## src/rtl/muldiv_ctrl_if.sv

```systemverilog
// EX-stage <-> HI/LO sequencer bundle: operation request, pipeline hold and result write port.
// Latency: none (wires only).
// Backpressure: stall_req from the sequencer holds the requester, which keeps start/op/operands steady.
interface muldiv_ctrl_if #(
    parameter int DATA_WIDTH = 32
);
    logic                  start;
    logic [1:0]            op;
    logic [DATA_WIDTH-1:0] src_a;
    logic [DATA_WIDTH-1:0] src_b;
    logic                  flush;
    logic                  stall_req;
    logic                  busy;
    logic                  we_hilo;
    logic [DATA_WIDTH-1:0] hi_out;
    logic [DATA_WIDTH-1:0] lo_out;
    logic                  div_zero;

    // EX stage side: issues the operation and consumes the HI/LO write.
    modport master (
        output start, op, src_a, src_b, flush,
        input  stall_req, busy, we_hilo, hi_out, lo_out, div_zero
    );

    // Sequencer side.
    modport slave (
        input  start, op, src_a, src_b, flush,
        output stall_req, busy, we_hilo, hi_out, lo_out, div_zero
    );
endinterface

```

## src/rtl/muldiv_ctrl.sv

```systemverilog
// Multi-cycle MULT/MULTU/DIV/DIVU sequencer producing {hi,lo} with a one-cycle we_hilo strobe.
// Latency: mult MUL_CYCLES+1, divide DATA_WIDTH+1, divide-by-zero 1 cycle after accept.
// Backpressure: stall_req holds IF/ID/EX from accept until the DONE cycle; flush aborts with no write.
module muldiv_ctrl #(
    parameter int DATA_WIDTH = 32,
    parameter int MUL_CYCLES = 3
) (
    input  logic          clk,
    input  logic          rst,
    muldiv_ctrl_if.slave  bus
);
    localparam int W       = DATA_WIDTH;
    localparam int CNT_MAX = (MUL_CYCLES > DATA_WIDTH) ? MUL_CYCLES : DATA_WIDTH;
    localparam int CNT_W   = $clog2(CNT_MAX + 1);
    localparam logic [CNT_W-1:0] MUL_LAST = CNT_W'(MUL_CYCLES - 1);
    localparam logic [CNT_W-1:0] DIV_LAST = CNT_W'(DATA_WIDTH - 1);

    typedef enum logic [1:0] {
        S_IDLE = 2'd0,
        S_MUL  = 2'd1,
        S_DIV  = 2'd2,
        S_DONE = 2'd3
    } state_t;

    state_t           state_q,  state_d;
    logic [CNT_W-1:0] cnt_q,    cnt_d;
    logic [2*W-1:0]   prod_q,   prod_d;
    logic [W-1:0]     rem_q,    rem_d;
    logic [W-1:0]     quo_q,    quo_d;
    logic [W-1:0]     dvs_q,    dvs_d;
    logic             qneg_q,   qneg_d;
    logic             rneg_q,   rneg_d;
    logic [W-1:0]     hi_q,     hi_d;
    logic [W-1:0]     lo_q,     lo_d;
    logic             we_q,     we_d;
    logic             dz_q,     dz_d;
    logic             busy_q,   busy_d;

    // Operand preparation at accept: sign handling for signed ops.
    logic           is_signed;
    logic [W-1:0]   a_abs, b_abs;
    logic [2*W-1:0] ext_a, ext_b;

    always_comb begin
        is_signed = ~bus.op[0];
        a_abs     = (is_signed && bus.src_a[W-1]) ? -bus.src_a : bus.src_a;
        b_abs     = (is_signed && bus.src_b[W-1]) ? -bus.src_b : bus.src_b;
        ext_a     = is_signed ? {{W{bus.src_a[W-1]}}, bus.src_a} : {{W{1'b0}}, bus.src_a};
        ext_b     = is_signed ? {{W{bus.src_b[W-1]}}, bus.src_b} : {{W{1'b0}}, bus.src_b};
    end

    // One restoring-divide step: shift in the next dividend bit, subtract if it fits.
    logic [W:0]   shifted, diff;
    logic         fits;
    logic [W-1:0] step_rem, step_quo;

    always_comb begin
        shifted  = {rem_q, quo_q[W-1]};
        diff     = shifted - {1'b0, dvs_q};
        fits     = (shifted >= {1'b0, dvs_q});
        // The kept value is always below the divisor, so its top bit is zero.
        step_rem = W'(fits ? diff : shifted);
        step_quo = {quo_q[W-2:0], fits};
    end

    // Next-state and datapath update for the sequencer.
    always_comb begin
        state_d = state_q;
        cnt_d   = cnt_q;
        prod_d  = prod_q;
        rem_d   = rem_q;
        quo_d   = quo_q;
        dvs_d   = dvs_q;
        qneg_d  = qneg_q;
        rneg_d  = rneg_q;
        hi_d    = hi_q;
        lo_d    = lo_q;
        we_d    = 1'b0;
        dz_d    = 1'b0;

        case (state_q)
            S_IDLE: begin
                if (bus.start && !bus.flush) begin
                    cnt_d = '0;
                    if (!bus.op[1]) begin
                        // Product is formed once here and released after the count.
                        prod_d  = ext_a * ext_b;
                        state_d = S_MUL;
                    end else if (bus.src_b == '0) begin
                        hi_d    = bus.src_a;
                        lo_d    = '1;
                        we_d    = 1'b1;
                        dz_d    = 1'b1;
                        state_d = S_DONE;
                    end else begin
                        rem_d   = '0;
                        quo_d   = a_abs;
                        dvs_d   = b_abs;
                        qneg_d  = is_signed && (bus.src_a[W-1] ^ bus.src_b[W-1]);
                        rneg_d  = is_signed && bus.src_a[W-1];
                        state_d = S_DIV;
                    end
                end
            end
            S_MUL: begin
                if (cnt_q == MUL_LAST) begin
                    hi_d    = prod_q[2*W-1:W];
                    lo_d    = prod_q[W-1:0];
                    we_d    = 1'b1;
                    state_d = S_DONE;
                end else begin
                    cnt_d = cnt_q + CNT_W'(1);
                end
            end
            S_DIV: begin
                rem_d = step_rem;
                quo_d = step_quo;
                if (cnt_q == DIV_LAST) begin
                    // Sign fix-up: quotient by sign mismatch, remainder follows the dividend.
                    lo_d    = qneg_q ? -step_quo : step_quo;
                    hi_d    = rneg_q ? -step_rem : step_rem;
                    we_d    = 1'b1;
                    state_d = S_DONE;
                end else begin
                    cnt_d = cnt_q + CNT_W'(1);
                end
            end
            S_DONE: begin
                // Op already consumed; start seen here belongs to the same instruction.
                state_d = S_IDLE;
            end
            default: state_d = S_IDLE;
        endcase

        // Flush beats both a new accept and a completing op; the result registers stay put.
        if (bus.flush) begin
            state_d = S_IDLE;
            cnt_d   = '0;
            hi_d    = hi_q;
            lo_d    = lo_q;
            we_d    = 1'b0;
            dz_d    = 1'b0;
        end

        busy_d = (state_d != S_IDLE);
    end

    // State and registered outputs, synchronous active-low reset.
    always_ff @(posedge clk) begin
        if (!rst) begin
            state_q <= S_IDLE;
            cnt_q   <= '0;
            prod_q  <= '0;
            rem_q   <= '0;
            quo_q   <= '0;
            dvs_q   <= '0;
            qneg_q  <= 1'b0;
            rneg_q  <= 1'b0;
            hi_q    <= '0;
            lo_q    <= '0;
            we_q    <= 1'b0;
            dz_q    <= 1'b0;
            busy_q  <= 1'b0;
        end else begin
            state_q <= state_d;
            cnt_q   <= cnt_d;
            prod_q  <= prod_d;
            rem_q   <= rem_d;
            quo_q   <= quo_d;
            dvs_q   <= dvs_d;
            qneg_q  <= qneg_d;
            rneg_q  <= rneg_d;
            hi_q    <= hi_d;
            lo_q    <= lo_d;
            we_q    <= we_d;
            dz_q    <= dz_d;
            busy_q  <= busy_d;
        end
    end

    // The accept term must be combinational so EX freezes in the very cycle it presents the op.
    assign bus.stall_req = (state_q == S_IDLE && bus.start && !bus.flush && rst)
                         || (state_q == S_MUL) || (state_q == S_DIV);
    assign bus.busy      = busy_q;
    assign bus.we_hilo   = we_q;
    assign bus.div_zero  = dz_q;
    assign bus.hi_out    = hi_q;
    assign bus.lo_out    = lo_q;
endmodule

```

## src/flat_wrapper.sv

```systemverilog
// flat-port wrapper written by rule: the top's interface ports become plain ports
module muldiv_ctrl_flat 
#(
    parameter int DATA_WIDTH = 32,
    parameter int MUL_CYCLES = 3
)
  (clk, rst, bus_start, bus_op, bus_src_a, bus_src_b, bus_flush, bus_stall_req, bus_busy, bus_we_hilo, bus_hi_out, bus_lo_out, bus_div_zero);
  muldiv_ctrl_if #(.DATA_WIDTH(DATA_WIDTH)) bus_i ();
  input  logic clk;
  input  logic rst;
  input wire logic [$bits(bus_i.start)-1:0] bus_start;
  input wire logic [$bits(bus_i.op)-1:0] bus_op;
  input wire logic [$bits(bus_i.src_a)-1:0] bus_src_a;
  input wire logic [$bits(bus_i.src_b)-1:0] bus_src_b;
  input wire logic [$bits(bus_i.flush)-1:0] bus_flush;
  output wire logic [$bits(bus_i.stall_req)-1:0] bus_stall_req;
  output wire logic [$bits(bus_i.busy)-1:0] bus_busy;
  output wire logic [$bits(bus_i.we_hilo)-1:0] bus_we_hilo;
  output wire logic [$bits(bus_i.hi_out)-1:0] bus_hi_out;
  output wire logic [$bits(bus_i.lo_out)-1:0] bus_lo_out;
  output wire logic [$bits(bus_i.div_zero)-1:0] bus_div_zero;
  assign bus_i.start = bus_start;
  assign bus_i.op = bus_op;
  assign bus_i.src_a = bus_src_a;
  assign bus_i.src_b = bus_src_b;
  assign bus_i.flush = bus_flush;
  assign bus_stall_req = bus_i.stall_req;
  assign bus_busy = bus_i.busy;
  assign bus_we_hilo = bus_i.we_hilo;
  assign bus_hi_out = bus_i.hi_out;
  assign bus_lo_out = bus_i.lo_out;
  assign bus_div_zero = bus_i.div_zero;
  muldiv_ctrl #(.DATA_WIDTH(DATA_WIDTH), .MUL_CYCLES(MUL_CYCLES)) u_core (.clk(clk), .rst(rst), .bus(bus_i));
endmodule
```

## config.mk

```make
export PLATFORM = sky130hd
export DESIGN_NAME = muldiv_ctrl_flat
export DESIGN_NICKNAME = d
export VERILOG_FILES = /design/src/rtl/muldiv_ctrl_if.sv /design/src/rtl/muldiv_ctrl.sv /design/src/flat_wrapper.sv
export SDC_FILE = /design/constraint.sdc
export NUM_CORES = 2
export LEC_CHECK = 0
export BUFFER_PORTS_ARGS = -buffer_cell sky130_fd_sc_hd__buf_2
export CORE_AREA = 2 2 441 443
export DETAILED_ROUTE_END_ITERATION = 8
export DIE_AREA = 0 0 443 445
export SYNTH_ARGS = -nofsm -noshare
export SYNTH_HDL_FRONTEND = slang
export SYNTH_SLANG_ARGS = --single-unit
```

## constraint.sdc

```tcl
create_clock -name clk -period 16.48 [get_ports clk]
set_input_delay 3.296 -clock clk [delete_from_list [all_inputs] [get_ports clk]]
set_output_delay 3.296 -clock clk [all_outputs]
set_load 0.01 [all_outputs]
```

After elaboration in Yosys (flattened, before gate mapping):

Index checks and enable logic that the tools add are counted.
Widths: inputs -> output; s select.

* eq/ne operators: 13
* mux-type cells: 44
* $add $sub $neg: 6
* reduce and logical (&&, ||, !) cells: 22
* multipliers: 1
* $lt $le $gt $ge: 1
* bitwise operators: 7

Operator list (count)
* $mux 32: 21
* $pmux 32 s3: 2
* $mux 64: 2
* $neg 32->32: 4
* $pmux 32 s2: 2
* $mul 64x64->64: 1
* $ge 33x32->1: 1
* $logic_not 32->1: 1
* $sub 32x32->32: 1
* $mux 6: 3
* $pmux 6 s3: 1
* $reduce_and 4->1: 3
* $mux 2: 5
* $ne 2x1->1 const B: 4
* $ne 2x2->1 const B: 4
* $pmux 2 s4: 1
* $logic_and 1x1->1: 7
* $reduce_and 7->1: 1
* $add 6x1->6 const B: 1
* $eq 6x2->1 const B: 1
* $eq 6x5->1 const B: 1
* $mux 1: 6
* $not 1->1: 6
* $eq 2x2->1 const B: 2
* other kinds (11): 13

* output and inout port bits: 68
* logic and storage cells: 107
* register bits: 237

Longest topological paths before layout:

* depth after elaboration: 7
* depth in mapped cells: 38
* mapped depth without buffers: 36

Worst setup path after synthesis:

OpenSTA, ideal clock, no wires.

* path type: input to register
* from: input bus_src_a[31]
* to: register u_core.prod_q[62]
* setup time: 0.083 ns
* path buffers: 3
* cell stages on the path: 32
* slack: 3.887 ns
* data required time: 16.397 ns
* data arrival time: 12.510 ns
* cells stage by stage: inv_1 nor2_1 clkbuf_1 clkbuf_1 clkbuf_1 nand2_1 fa_1 inv_1 fa_1 fa_1 inv_1 fa_1 inv_1 fa_1 fa_1 fa_1 fa_1 fa_1 inv_1 fa_1 inv_1 ha_1 a21o_1 a21oi_1 o21ai_0 a221oi_1 a41oi_1 a21oi_1 o21ai_0 a221oi_1 nand4_1 o221ai_1

* word-level cells in the longest chain between the ends: 2

Ends and longest elaborated chain
* start: declaration: line flat_wrapper.sv:13 `input wire logic [$bits(bus_i.src_a)-1:0] bus_src_a;`
* $mux 64: line muldiv_ctrl.sv:48 `ext_a = is_signed ? {{W{bus.src_a[W-1]}}, bus.src_a} : {{W{1'b0}}, bus.src_a};`
* $mul 64x64->64: line muldiv_ctrl.sv:87 `prod_d = ext_a * ext_b;`
* end signal: assignment: line muldiv_ctrl.sv:167 `prod_q <= prod_d;`
* end: declaration: line muldiv_ctrl.sv:27 `logic [2*W-1:0] prod_q, prod_d;`

No other way between the ends.
A chain may end at the register's enable or synchronous reset.

Worst setup path after layout:

Same ends and word-level chain as after synthesis.

==> impl_metrics.yaml <==
status:
  status: "completed"
setup_path:
  path_class: "primary input to register"
  startpoint_type: "primary input"
  critPathMaxStageDelay_ns: 0.95
  path_max_fanout: 44
  endpoint_kind: "register"
  crit_arrival_ns: 14.21
  startpoint: "bus_src_a[31]"
  timing.rr.start: "u_core.dvs_q[27]"
  cpMostUsedCell: "fa_1"
  slowest_stage: "nor2_4"
  cp.required_ns: 16.90
logic_synthesis:
  synth.top_cell.area_share_pct: 44.8
  ys_seq_area_share_pct: 7.51
  ys_seq_elements: 237
  synthesis.nets: 8964
  synth_edf_count: 0
  yosys_warnings: 0
  synth.area.top_cells: "fa_1 (45%), inv_1 (9.4%), dfxtp_1 (7.5%)"
  synth_flop_cell: "dfxtp_1"
  synth_area_leader_cell: "fa_1"
  synth_area_per_cell_um2: 8.87
  async_reset_ff_share_pct: 0
  synth_cell_type_count: 87
  netlist_area_mm2: 0.0632
  syn_inst: 7121
final_layout:
  final_common_cell: "inv_1"
  multi_input_area_mm2: 0.0509
  final_cell_area_mm2: 0.0669
  area_growth_pct: 5.93
  final_cell_mix: "inv_1 (1589), fa_1 (1414), nand2_1 (871)"
  instances_no_fill: 9499
  regArea_mm2: 0.00474
  layout.nets: 8788
  fillCellCount: 19600
  drive_gt1_share_pct: 4.49
timing:
  clock_skew_ns: 0.0229
  tns_ns: 0
  fin_crit_ns: 13.79
  setup-violations-final: 0
  slew_headroom_pct: 13.6
  fmax_mhz: 72.5
  fin_crit_sh_pct: 83.7
  tightest_slew_ns: 1.29
  rsz0062_at_grt: "no"
  final-hold-violation-count: 0
  slew_violations: 0
route:
  finalWirelength_um: 201000
  routed_via_density: 5.04
  drcViolationCount: 0
  drt-pass1-iter-count: 6
  postRouteAntennaNets: 0
  num_vias: 47900
  initialDrtViolationCount: 3548
  wire_per_inst_um: 21.2
die:
  fp.dieW_um: 443
  rows: 161
  die_area_mm2: 0.197
  die_height_um: 445
  num_io_pins: 138
  start_util_pct: 32.9
  core_mm2: 0.192
clock_network:
  htree_levels: 1
  hold_buffers: 0
  cts_buffer_depth: 3
  numCtsBuffers: 25
  clk-insertion-delay-late_ns: 0.58
  cts_tree: "built"
  cts_resized: 0
  clkTransAtPathRegs_ns: 0.06
  post_cts_buffers: 0
  cts.sinks: 237
  root_buffer: "clkbuf_16"
global_routing:
  grt_overflow_total: 0
  antenna_found_initial: 34
  grt_pass1_vias: 50900
  grt_pass1_wl_um: 310000
  grt_use_total_pct: 20.5
  grt_max_degree: 113
placement:
  gp_congestion: 0.984
  hpwl_um: 161000
  port_buffers: 137
  place_area_mm2: 0.0660
  dp.cells: 9444
job:
  maxCapViolations: 0
worst_hold_path:
  hold_start: "u_core.bus.hi_out[4]"
  hold_path_class: "register to register"
synth_stat cells (16+ instances only):
master,number
inv_1,1589
fa_1,1414
nand2_1,871
and2_1,631
ha_1,359
clkbuf_1,347
dfxtp_1,237
o21ai_0,198
xnor2_1,177
nor2_1,167
a21oi_1,141
nand3_1,88
xor2_1,81
a21boi_0,66
a21o_1,59
o211a_1,54
nor3_1,47
o211ai_1,46
buf_1,45
o31ai_1,42
a221oi_1,33
nor2b_1,26
a211oi_1,24
nand4_1,24
nor4_1,24
or3_1,23
buf_2,22
a31oi_1,20
o2111ai_1,17
o21bai_1,17
and3_1,16
layout make-up:
cell class                      instances  share of cell area (%)
Antenna cell                            9                  0.0337
Timing Repair Buffer                  216                    1.92
Inverter                             1590                    8.93
Tap cell                             2526                    4.72
Clock buffer                           32                    1.00
Sequential cell                       237                    7.09
Multi-Input combinational cell       4875                    76.0
Clock inverter                         14                   0.251
registers in the layout (all words and copies together), names as in the netlist, 2 cells and up:
signal / flops
u_core.cnt_q: 6
u_core.prod_q: 64
u_core.state_q: 2
u_core.rem_q: 32
u_core.bus.hi_out: 32
u_core.dvs_q: 32
u_core.quo_q: 32
u_core.bus.lo_out: 32
through the flow:
| step | util (%) | hold WS [ns] | setup WS, ns |
|---|---|---|---|
| 3_3_place_gp | 34.4 | 0.449 | 2.41 |
| 6_report | 34.8 | 0.453 | 2.69 |
| 4_1_cts | 34.8 | 0.456 | 2.81 |
| 3_5_place_dp | 34.4 | 0.447 | 2.22 |
| 5_1_grt | 34.8 | 0.483 | 2.31 |
| 2_1_floorplan | - | 0.441 | 3.89 |
final timing paths:
check                                              to  slack, ns  cells after the start
worst max register to register  u_core.bus.lo_out[28]      10.88                     17
worst max-delay path                u_core.prod_q[62]       2.69                     30
worst min register to register   u_core.bus.hi_out[4]       0.45                      2
worst min-delay path             u_core.bus.hi_out[4]       0.45                      2
metal layers:
layer	part of all wire, %	vias to the layer above	global-route usage, %
met5	0.046	-	0
met4	4.1	14	7.64
met3	7.2	356	2.62
met2	47	1770	34.6
met1	41	24700	26.9
li1	-	21100	-
worst max-delay path: cells and delay by family:
kind,cells,cell delay [ns]
adders and majority gates,11,6.10
and+or+nand+nor,6,2.34
AOI/OAI and AO/OA,6,1.73
buffers and inverters,7,0.70
cell families (layout without fill, tap and decap cells):
logic type | Yosys count | count (layout) | synth area share (%)
flip-flops | 237 | 237 | 7.51
adder cells (fa/ha/maj) | 1774 | 1774 | 52.0
other | 0 | 9 | 0
AND/OR/NAND/NOR | 1994 | 1994 | 15.6
buffers and inverters | 2009 | 1852 | 12.0
AO/OA/AOI/OAI | 829 | 829 | 9.05
XOR/XNOR | 258 | 258 | 3.58
multiplexers | 20 | 20 | 0.327
Power is not shown: default switching activity piles up to over one toggle a cycle in this logic, so the estimate is an artifact.
